$ cat src/rtl/ec_point_engine_pkg.sv
// Shared definitions for the elliptic-curve point engine and its field ALU:
// default curve parameters, ALU op codes and FSM state encodings.
package ec_point_engine_pkg;

    localparam int DEF_DATAWIDTH = 5;
    localparam int DEF_P_MOD     = 23;
    localparam int DEF_A_COEF    = 1;

    localparam logic OP_ADD = 1'b0;
    localparam logic OP_DBL = 1'b1;

    typedef enum logic [2:0] {
        ST_IDLE,
        ST_SCAN,
        ST_DBL,
        ST_ADD,
        ST_DONE
    } eng_state_e;

    typedef enum logic [1:0] {
        ALU_IDLE,
        ALU_INV,
        ALU_FIN
    } alu_state_e;

endpackage

$ cat src/rtl/ec_point_engine_alu.sv
// Affine point add/double over GF(P_MOD). The slope denominator is inverted by
// Fermat exponentiation (den^(P_MOD-2)), one exponent bit per cycle.
module ec_point_alu
    import ec_point_engine_pkg::*;
#(
    parameter int DATAWIDTH = DEF_DATAWIDTH,
    parameter int P_MOD     = DEF_P_MOD,
    parameter int A_COEF    = DEF_A_COEF
) (
    input  logic                 clk,
    input  logic                 rst_n,
    input  logic                 start_i,
    input  logic                 op_i,
    input  logic [DATAWIDTH-1:0] x1_i,
    input  logic [DATAWIDTH-1:0] y1_i,
    input  logic [DATAWIDTH-1:0] x2_i,
    input  logic [DATAWIDTH-1:0] y2_i,
    output logic                 done_o,
    output logic [DATAWIDTH-1:0] x3_o,
    output logic [DATAWIDTH-1:0] y3_o
);
    typedef logic [DATAWIDTH-1:0]   word_t;
    typedef logic [DATAWIDTH:0]     wide_t;
    typedef logic [2*DATAWIDTH-1:0] dbl_t;
    localparam int BW = $clog2(DATAWIDTH + 1);
    localparam word_t EXP = word_t'(P_MOD - 2);
    localparam logic [BW-1:0] TOP_BIT = BW'(DATAWIDTH - 1);

    function automatic word_t modAdd(input word_t a, input word_t b);
        wide_t s;
        s = wide_t'(a) + wide_t'(b);
        if (s >= wide_t'(P_MOD)) s = s - wide_t'(P_MOD);
        return word_t'(s);
    endfunction

    function automatic word_t modSub(input word_t a, input word_t b);
        return modAdd(a, (b == '0) ? '0 : word_t'(P_MOD) - b);
    endfunction

    function automatic word_t modMul(input word_t a, input word_t b);
        dbl_t prod;
        prod = dbl_t'(a) * dbl_t'(b);
        return word_t'(prod % dbl_t'(P_MOD));
    endfunction

    alu_state_e    stateQ, stateD;
    word_t         x1Q, y1Q, x2Q, numQ, denQ, accQ, x3Q, y3Q;
    word_t         x1D, y1D, x2D, numD, denD, accD, x3D, y3D;
    logic [BW-1:0] bitQ, bitD;
    logic          doneQ, doneD;
    word_t         sqX, numIn, denIn, accSq, accNext, lambda, x3n, y3n;

    always_ff @(posedge clk or negedge rst_n) begin
        if (!rst_n) begin
            stateQ <= ALU_IDLE;
            x1Q <= '0; y1Q <= '0; x2Q <= '0; numQ <= '0; denQ <= '0;
            accQ <= '0; x3Q <= '0; y3Q <= '0; bitQ <= '0; doneQ <= 1'b0;
        end else begin
            stateQ <= stateD;
            x1Q <= x1D; y1Q <= y1D; x2Q <= x2D; numQ <= numD; denQ <= denD;
            accQ <= accD; x3Q <= x3D; y3Q <= y3D; bitQ <= bitD; doneQ <= doneD;
        end
    end

    // A new start always wins, so a stale operation left by an aborted request is simply dropped.
    always_comb begin
        stateD = stateQ;
        x1D = x1Q; y1D = y1Q; x2D = x2Q; numD = numQ; denD = denQ;
        accD = accQ; x3D = x3Q; y3D = y3Q; bitD = bitQ; doneD = 1'b0;

        sqX = modMul(x1_i, x1_i);
        if (op_i == OP_DBL) begin
            numIn = modAdd(modAdd(modAdd(sqX, sqX), sqX), word_t'(A_COEF));
            denIn = modAdd(y1_i, y1_i);
        end else begin
            numIn = modSub(y2_i, y1_i);
            denIn = modSub(x2_i, x1_i);
        end
        accSq   = modMul(accQ, accQ);
        accNext = EXP[bitQ] ? modMul(accSq, denQ) : accSq;
        lambda  = modMul(numQ, accQ);
        x3n     = modSub(modSub(modMul(lambda, lambda), x1Q), x2Q);
        y3n     = modSub(modMul(lambda, modSub(x1Q, x3n)), y1Q);

        if (start_i) begin
            x1D = x1_i;
            y1D = y1_i;
            x2D = (op_i == OP_DBL) ? x1_i : x2_i;
            numD = numIn;
            denD = denIn;
            accD = word_t'(1);
            bitD = TOP_BIT;
            stateD = ALU_INV;
        end else begin
            case (stateQ)
                ALU_INV: begin
                    accD = accNext;
                    if (bitQ == '0) stateD = ALU_FIN;
                    else            bitD = bitQ - BW'(1);
                end
                ALU_FIN: begin
                    x3D = x3n;
                    y3D = y3n;
                    doneD = 1'b1;
                    stateD = ALU_IDLE;
                end
                default: ;
            endcase
        end
    end

    assign done_o = doneQ;
    assign x3_o   = x3Q;
    assign y3_o   = y3Q;

endmodule

$ cat src/rtl/ec_point_engine.sv
// Point-arithmetic responder: k*P by left-to-right double-and-add, or P+P2,
// resolving every infinity/special case locally and using the ALU only for general ops.
module ec_point_engine
    import ec_point_engine_pkg::*;
#(
    parameter int DATAWIDTH = DEF_DATAWIDTH,
    parameter int P_MOD     = DEF_P_MOD,
    parameter int A_COEF    = DEF_A_COEF
) (
    input  logic                 clk,
    input  logic                 rst_n,
    input  logic                 enable,
    input  logic                 mode,
    input  logic [DATAWIDTH-1:0] k,
    input  logic [DATAWIDTH-1:0] Px,
    input  logic [DATAWIDTH-1:0] Py,
    input  logic [DATAWIDTH-1:0] P2x,
    input  logic [DATAWIDTH-1:0] P2y,
    output logic [DATAWIDTH-1:0] Qx,
    output logic [DATAWIDTH-1:0] Qy,
    output logic                 qInf,
    output logic                 outReady
);
    typedef logic [DATAWIDTH-1:0] word_t;
    localparam int CW = $clog2(DATAWIDTH + 1);

    eng_state_e    stateQ, stateD;
    logic          modeQ, modeD, rInfQ, rInfD, sInfQ, sInfD, busyQ, busyD;
    logic          aluStartQ, aluStartD, aluOpQ, aluOpD, qInfQ, qInfD, outReadyQ, outReadyD;
    word_t         kQ, kD, rxQ, rxD, ryQ, ryD, sxQ, sxD, syQ, syD, qxQ, qxD, qyQ, qyD;
    logic [CW-1:0] bitcntQ, bitcntD;
    logic          doStep, aluDone;
    word_t         negSy, aluX3, aluY3;

    assign negSy = (syQ == '0) ? '0 : word_t'(P_MOD) - syQ;

    ec_point_alu #(.DATAWIDTH(DATAWIDTH), .P_MOD(P_MOD), .A_COEF(A_COEF)) u_alu (
        .clk(clk), .rst_n(rst_n), .start_i(aluStartQ), .op_i(aluOpQ),
        .x1_i(rxQ), .y1_i(ryQ), .x2_i(sxQ), .y2_i(syQ),
        .done_o(aluDone), .x3_o(aluX3), .y3_o(aluY3)
    );

    always_ff @(posedge clk or negedge rst_n) begin
        if (!rst_n) begin
            stateQ <= ST_IDLE;
            modeQ <= 1'b0; rInfQ <= 1'b0; sInfQ <= 1'b0; busyQ <= 1'b0;
            aluStartQ <= 1'b0; aluOpQ <= OP_ADD; qInfQ <= 1'b0; outReadyQ <= 1'b0;
            kQ <= '0; rxQ <= '0; ryQ <= '0; sxQ <= '0; syQ <= '0;
            qxQ <= '0; qyQ <= '0; bitcntQ <= '0;
        end else begin
            stateQ <= stateD;
            modeQ <= modeD; rInfQ <= rInfD; sInfQ <= sInfD; busyQ <= busyD;
            aluStartQ <= aluStartD; aluOpQ <= aluOpD; qInfQ <= qInfD; outReadyQ <= outReadyD;
            kQ <= kD; rxQ <= rxD; ryQ <= ryD; sxQ <= sxD; syQ <= syD;
            qxQ <= qxD; qyQ <= qyD; bitcntQ <= bitcntD;
        end
    end

    // R is the running accumulator and S the fixed addend (P for multiply, P2 for add).
    // kQ's MSB is always the next scalar bit to process; doStep consumes it.
    always_comb begin
        stateD = stateQ; modeD = modeQ; rInfD = rInfQ; sInfD = sInfQ; busyD = busyQ;
        aluStartD = 1'b0; aluOpD = aluOpQ; qInfD = qInfQ; outReadyD = outReadyQ;
        kD = kQ; rxD = rxQ; ryD = ryQ; sxD = sxQ; syD = syQ;
        qxD = qxQ; qyD = qyQ; bitcntD = bitcntQ;
        doStep = 1'b0;

        if (stateQ != ST_IDLE && !enable) begin
            stateD = ST_IDLE;
            busyD = 1'b0;
            outReadyD = 1'b0;
        end else begin
            case (stateQ)
                ST_IDLE: if (enable && !outReadyQ) begin
                    modeD = mode;
                    kD = k;
                    bitcntD = CW'(DATAWIDTH);
                    rxD = Px;
                    ryD = Py;
                    rInfD = (Px == '0) && (Py == '0);
                    sxD = mode ? Px : P2x;
                    syD = mode ? Py : P2y;
                    sInfD = mode ? ((Px == '0) && (Py == '0)) : ((P2x == '0) && (P2y == '0));
                    stateD = mode ? ST_SCAN : ST_ADD;
                end
                ST_SCAN: begin
                    if (kQ == '0 || sInfQ) begin
                        rInfD = 1'b1;
                        stateD = ST_DONE;
                    end else if (kQ[DATAWIDTH-1]) begin
                        doStep = 1'b1;
                    end else begin
                        kD = kQ << 1;
                        bitcntD = bitcntQ - CW'(1);
                    end
                end
                ST_DBL: begin
                    if (!busyQ && !rInfQ && ryQ != '0) begin
                        aluStartD = 1'b1;
                        aluOpD = OP_DBL;
                        busyD = 1'b1;
                    end else if (!busyQ || aluDone) begin
                        if (busyQ) begin
                            rxD = aluX3;
                            ryD = aluY3;
                            busyD = 1'b0;
                        end else begin
                            rInfD = 1'b1;
                        end
                        if (kQ[DATAWIDTH-1]) stateD = ST_ADD;
                        else                 doStep = 1'b1;
                    end
                end
                ST_ADD: begin
                    if (busyQ) begin
                        if (aluDone) begin
                            rxD = aluX3;
                            ryD = aluY3;
                            busyD = 1'b0;
                            if (modeQ) doStep = 1'b1;
                            else       stateD = ST_DONE;
                        end
                    end else if (!sInfQ && !rInfQ && rxQ == sxQ && ryQ == syQ && ryQ != '0) begin
                        aluStartD = 1'b1;
                        aluOpD = OP_DBL;
                        busyD = 1'b1;
                    end else if (!sInfQ && !rInfQ && rxQ != sxQ) begin
                        aluStartD = 1'b1;
                        aluOpD = OP_ADD;
                        busyD = 1'b1;
                    end else begin
                        if (rInfQ) begin
                            rxD = sxQ;
                            ryD = syQ;
                            rInfD = sInfQ;
                        end else if (!sInfQ && (ryQ == syQ || ryQ == negSy)) begin
                            rInfD = 1'b1;
                        end
                        if (modeQ) doStep = 1'b1;
                        else       stateD = ST_DONE;
                    end
                end
                ST_DONE: if (!outReadyQ) begin
                    qxD = rInfQ ? '0 : rxQ;
                    qyD = rInfQ ? '0 : ryQ;
                    qInfD = rInfQ;
                    outReadyD = 1'b1;
                end
                default: stateD = ST_IDLE;
            endcase
        end

        if (doStep) begin
            kD = kQ << 1;
            bitcntD = bitcntQ - CW'(1);
            stateD = (bitcntQ == CW'(1)) ? ST_DONE : ST_DBL;
        end
    end

    assign Qx       = qxQ;
    assign Qy       = qyQ;
    assign qInf     = qInfQ;
    assign outReady = outReadyQ;

endmodule

$ cat config.mk
export PLATFORM = sky130hd
export DESIGN_NAME = ec_point_engine
export DESIGN_NICKNAME = d
export VERILOG_FILES = /design/src/rtl/ec_point_engine_pkg.sv /design/src/rtl/ec_point_engine_alu.sv /design/src/rtl/ec_point_engine.sv
export SDC_FILE = /design/constraint.sdc
export NUM_CORES = 1
export LEC_CHECK = 0
export BUFFER_PORTS_ARGS = -buffer_cell sky130_fd_sc_hd__buf_2
export CAP_MARGIN = 20
export CELL_PAD_IN_SITES_DETAIL_PLACEMENT = 0
export CELL_PAD_IN_SITES_GLOBAL_PLACEMENT = 1
export CORE_UTILIZATION = 53
export CTS_CLUSTER_DIAMETER = 30
export DETAILED_ROUTE_END_ITERATION = 7
export PLACE_DENSITY = 0.9
export SYNTH_ARGS = -nofsm -noshare
export SYNTH_HDL_FRONTEND = slang
export SYNTH_SLANG_ARGS = --single-unit
$ cat constraint.sdc
create_clock -name clk -period 74.3 [get_ports clk]
set_clock_uncertainty 0.1 [all_clocks]
set_input_delay 11.145 -clock clk [delete_from_list [all_inputs] [get_ports clk]]
set_output_delay 11.145 -clock clk [all_outputs]
set_load 0.05 [all_outputs]
==> results of run 1 <==
==> stage by stage <==
step | cells | setup slack, ns | util (%) | hold slack (ns)
2_1_floorplan | 2084 | 43.55 | - | 0.350
3_3_place_gp | 2441 | 41.39 | 55.5 | 0.357
3_5_place_dp | 2441 | 40.09 | 55.5 | 0.365
4_1_cts | 2457 | 40.04 | 56.5 | 0.383
5_1_grt | 2457 | 36.94 | 56.5 | 0.421
6_report | 2457 | 39.84 | 56.5 | 0.374
==> area by class of cell <==
class	instances	area [sq um]
Fill cell	2810	13000
Multi-Input combinational cell	1769	12900
Sequential cell	95	2380
Inverter	139	522
Tap cell	390	488
Timing Repair Buffer	48	263
Clock buffer	10	239
Clock inverter	6	61.3
==> logic make-up (layout without fill, tap and decap cells) <==
kind of cell | after synthesis | in the layout | synth area share (%)
DFF | 95 | 95 | 14.8
xor gates and xnor gates | 178 | 178 | 9.77
buffers and inverters | 220 | 203 | 5.27
muxes | 104 | 104 | 6.87
AOI/OAI and AO/OA | 584 | 584 | 24.6
and+or+nand+nor | 698 | 698 | 20.9
adders and majority gates | 205 | 205 | 17.8
==> worst min-delay path by stage <==
stage                   from             to  slack, ns  depth (start not counted)
2_1_floorplan  u_alu.x3_o[0]  u_alu.x3_o[0]       0.35                          2
3_3_place_gp           Qx[2]          Qx[2]       0.36                          2
3_5_place_dp           Qx[1]          Qx[1]       0.37                          2
4_1_cts                Qx[1]          Qx[1]       0.38                          2
5_1_grt                Qy[4]          Qy[4]       0.42                          2
6_report               Qx[2]          Qx[2]       0.37                          2
==> critical path: cells and delay by family (launching register included) <==
| family | cells | cell delay, ns |
|---|---|---|
| compound gates | 51 | 11.69 |
| buf+inv | 8 | 0.80 |
| fa+ha+maj | 24 | 9.24 |
| simple gates | 26 | 5.45 |
| xor+xnor | 13 | 3.86 |
| mux | 7 | 2.57 |
| flops | 1 | 0.57 |
==> routing by layer <==
metal  up-vias  global-route usage [%]  wire, microns
met5         -                       0              0
met4         0                    3.74            351
met3        34                    2.20           1150
met2       272                    43.1          18000
met1      6964                    32.5          17500
li1       7449                       -              -
==> synthesized netlist by cell type, drive strengths merged, types with 15 or more instances <==
library cell	count	area share (%)
and3	20	0.78
nand2b	30	1.2
o211ai	16	0.78
a21oi	153	4.8
nor2b	27	1.0
ha	153	12
inv	138	3.2
a31oi	19	0.83
a21o	55	2.6
xor2	69	3.8
nor2	176	4.1
nor4	30	1.2
o21ai	127	4.0
mux2	34	2.4
o21bai	27	1.3
buf	15	0.50
nand2	200	4.7
dfrtp	95	15
or2	24	0.93
nor3	52	1.6
and2	59	2.3
nand3	41	1.3
clkbuf	66	1.5
mux2i	69	4.3
a211oi	19	0.96
xnor2	109	6.0
o22ai	21	0.82
fa	44	5.5
==> cells in the final DEF (no fill, tap or decap), types with 11 or more instances in the layout <==
cell type / netlist / final
o22ai_1: 21 / 21
buf_2: 10 / 39
xnor2_1: 107 / 107
or3_1: 11 / 11
a211oi_1: 18 / 18
nand2_1: 200 / 200
or2_2: 21 / 21
xor2_1: 69 / 69
a21oi_1: 152 / 152
nor2b_1: 27 / 27
o31ai_1: 11 / 11
and3_1: 20 / 20
a21o_1: 54 / 54
fa_1: 44 / 44
nand3_1: 41 / 41
o21bai_1: 27 / 27
inv_1: 135 / 135
nor3_1: 52 / 52
o21ai_0: 117 / 117
dfrtp_1: 95 / 95
nor4_1: 30 / 30
mux2_2: 33 / 33
and2_1: 58 / 58
nor2_1: 174 / 174
ha_1: 153 / 153
mux2i_1: 67 / 67
nand2b_1: 29 / 29
a31oi_1: 18 / 18
o211ai_1: 15 / 15
==> qor.txt, run 1 <==
status = completed
vias in the first global route = 14.1k
crit path DAT = 34.57 ns
Die X = 176 microns
CP max-delay cell = xnor2_1
Setup CP Type = flip-flop to flip-flop
routability-driven placement congestion ratio = 0.890
post-DR vias/cell = 5.99
# hold bufs at CTS = 0
Post-CTS Setup Inserts = 0
yosys warns = 0
kind of start point of the critical path = flip-flop
CP startpoint = u_alu.accQ[2]
Primary FF master, synth = dfrtp_1
min Tclk post-route = 34.46 ns
max cap viols = 0
most used cell, CP = a21oi_1
Setup crit end = u_alu.y3_o[2]
remaining antenna violation count = 0
R2R Path Start = u_alu.accQ[2]
Max Fclk = 29.0 MHz
Synth cell types = 102
CP Max Fanout = 16
initial core utilization = 54.1%
Worst R2R Path Depth = 129
core box area = 0.0298 sq mm
Largest stage delay, worst path = 0.75 ns
clock sinks = 95
synthesized flop and latch total = 95
total number of vias = 14.7k
asr flop ratio synth = 100%
Global Route Usage Sum = 24.3%
num rows = 63
CP endpoint kind = flip-flop
CTS tree = done
pin count of the biggest net entering global routing = 51
cells after synthesis = 2084
Mapped Nets = 2310
layout cells sized above 1 = 7.64%
post-cts sizing count = 0
DRC viols = 0
slew margin rel. = 30.2%
ANT cells = 0
Ports = 41
first-pass GRT wire length = 64.5 mm
Die H = 176 microns
number of synthesized flops with an enable pin = 0
port buffer count = 40
Overflow after GRT = 0
syn avg cell area = 7.73 sq um
Worst Hold Class = flip-flop to flip-flop
initial antenna violation count = 0
Clock Latency Late Sink = 0.36 ns
flop-to-flop setup slack = 39.84 ns
r2r endpoint = u_alu.y3_o[2]
TritonCTS buffer count = 9
Setup TNS = 0 ns
sequential area share after synthesis = 14.8%
Period Utilization, post-route = 46.4%
final WL = 37.0 mm
CTS root buffer = clkbuf_16
final setup violating endpoints = 0
H-tree levels = 3
Layout Nets = 2288
Worst EP required = 74.41 ns
area delta synth->final = 4.54%
HPWL after DPL = 29.2 mm
area post-placement = 0.0165 sq mm
Clock Path Buffers = 2
Final Cell Area = 0.0168 sq mm
RSZ-0062 raised after global routing = no
TritonRoute pass-1 iters = 5
Max Slew Vio Count = 0
Worst-Margin Slew = 1.04 ns
WL/cell = 15.1 microns
clock slew seen by the registers of the worst setup and hold paths = 0.08 ns
Iteration-0 DRC Markers = 827
die footprint = 0.0311 sq mm
final hold vios = 0
mapped cell area = 0.0161 sq mm
Power of run 1 is not shown: default switching activity piles up to over one toggle a cycle in this logic, so the estimate is an artifact.
==> run 2: changes to the inputs <==
Settings changed: ABC_AREA set to 1, CORE_UTILIZATION 53 to 43, PLACE_DENSITY 0.9 to 0.82.
Clock period 74.3 ns to 30.2 ns, I/O delays scaled along.
==> qor.txt, run 2 <==
num rows = 67
most used cell, CP = nand2_1
remaining antenna violation count = 0
cells after synthesis = 2289
WP buf/inv = 24
area leader, netlist = dfrtp_1
DRC viols = 0
Global Route Usage Sum = 19.3%
synthesized flop and latch total = 95
Max Fclk = 35.7 MHz
Layout Nets = 2550
clock sinks = 95
final setup violating endpoints = 0
most common cell in the netlist = nand2_1
Die X = 188 microns
CTS root buffer = clkbuf_16
Largest stage delay, worst path = 0.63 ns
cell family with most CP delay = adder cells
Setup CP Type = flip-flop to flip-flop
CP max-delay cell = fa_2
initial antenna violation count = 0
Clock Path Buffers = 2
kind of start point of the critical path = flip-flop
port buffer count = 40
CP endpoint kind = flip-flop
min Tclk post-route = 27.98 ns
layout cells sized above 1 = 12.2%
Setup TNS = 0 ns
crit path DAT = 28.10 ns
final WL = 33.8 mm
Synth top area share = 15.9%
status = completed
max cap viols = 0
Iteration-0 DRC Markers = 615
total number of vias = 13.9k
TritonCTS buffer count = 9
WL/cell = 12.2 microns
Ports = 41
grt met3 use = 1.75%
commonest non-fill, non-tap cell in the layout = nand2_1
Mapped Nets = 2515
pin count of the biggest net entering global routing = 78
syn avg cell area = 6.53 sq um
H-tree levels = 3
CP Max Fanout = 8
Max Slew Vio Count = 0
asr flop ratio synth = 100%
vias in the first global route = 13.4k
first-pass GRT wire length = 59.1 mm
M2 GR Usage = 33.6%
Overflow after GRT = 0
most frequent cells in the layout = nand2_1, inv_1, nor2_1, ha_1, o21ai_0
die footprint = 0.0355 sq mm
mapped cell area = 0.0150 sq mm
top cells by area, synth = dfrtp_1, ha_1, nand2_1
HPWL after DPL = 27.8 mm
sequential area share after synthesis = 15.9%
yosys warns = 0
Die H = 188 microns
clock slew seen by the registers of the worst setup and hold paths = 0.08 ns
area delta synth->final = 8.50%
core box area = 0.0339 sq mm
ANT cells = 0
Worst Hold Class = flip-flop to flip-flop
global routing usage on met1 = 26.0%
Worst-Margin Slew = 0.981 ns
final hold vios = 0
Period Utilization, post-route = 92.6%
Synth cell types = 63
initial core utilization = 44.2%
grt peak-use layer = met2
number of synthesized flops with an enable pin = 0
TritonRoute pass-1 iters = 7
# hold bufs at CTS = 0
CTS tree = done
Clock Latency Late Sink = 0.35 ns
Primary FF master, synth = dfrtp_1
routability-driven placement congestion ratio = 0.900
synth cell count leaders = nand2_1, inv_1, nor2_1
slew margin rel. = 34.6%
post-DR vias/cell = 5.02
Worst EP required = 30.32 ns
-- run 2: per-stage QoR --
step           setup slack, ns  hold slack [ns]  area [sq um]  utilization (%)  std cells
6_report                  2.22            0.390         16200             47.9       2777
5_1_grt                -0.0465            0.417         16200             47.9       2777
4_1_cts                  0.896            0.394         15900             47.0       2764
3_5_place_dp              1.04            0.375         15600             46.2       2748
3_3_place_gp              1.89            0.369         15600             46.2       2748
2_1_floorplan             3.67            0.343         15000                -       2289
-- run 2: worst reg2reg max path: cells and delay by family, from the launching register on --
kind	cells	cell delay, ns
compound gates	24	3.35
xor+xnor	9	1.67
fa+ha+maj	29	10.43
buf+inv	24	1.64
flops	1	0.44
mux	1	0.37
simple gates	92	9.81
-- run 2: final timing paths --
check | from | endpoint | slack (ns) | cells past startpoint
worst max-delay path | u_alu.accQ[4] | u_alu.y3_o[3] | 2.22 | 179
worst min-delay path | Qy[2] | Qy[2] | 0.39 | 2
worst max register to register | u_alu.accQ[4] | u_alu.y3_o[3] | 2.22 | 179
worst min register to register | Qy[2] | Qy[2] | 0.39 | 2
max in group asynchronous | rst_n | u_alu.numQ[1] | 24.76 | 2
min in group asynchronous | rst_n | kQ[1] | 3.94 | 1
-- run 2: cell type report --
class / count / area, sq um
Clock buffer: 10 / 229
Clock inverter: 6 / 63.8
Fill cell: 3572 / 17600
Inverter: 437 / 1650
Multi-Input combinational cell: 1722 / 11000
Sequential cell: 95 / 2380
Tap cell: 448 / 561
Timing Repair Buffer: 59 / 345
-- run 2: kinds of logic after synthesis --
family                   synth area share (%)
multiplexers                            0.502
buffers and inverters                    11.9
XOR/XNOR                                 7.54
adder cells (fa/ha/maj)                  18.7
AND/OR/NAND/NOR                          30.6
AO/OA/AOI/OAI                            14.8
flip-flops                               15.9
-- run 2: layer usage --
| metal | share of wire [%] | wire (microns) | vias up |
|---|---|---|---|
| met2 | 47 | 15900 | 173 |
| met4 | 1.2 | 408 | 0 |
| met5 | 0 | 0 | - |
| li1 | - | - | 7344 |
| met3 | 2.4 | 804 | 31 |
| met1 | 49 | 16700 | 6380 |
-- run 2: what timing repair did --
item                                    4_1_cts  5_1_grt
hold endpoints to repair                      0        0
endpoints found under the setup margin        0        5
buffers inserted                              0       13
gates resized for setup                       0       47
Power of run 2 is left out for the same reason.
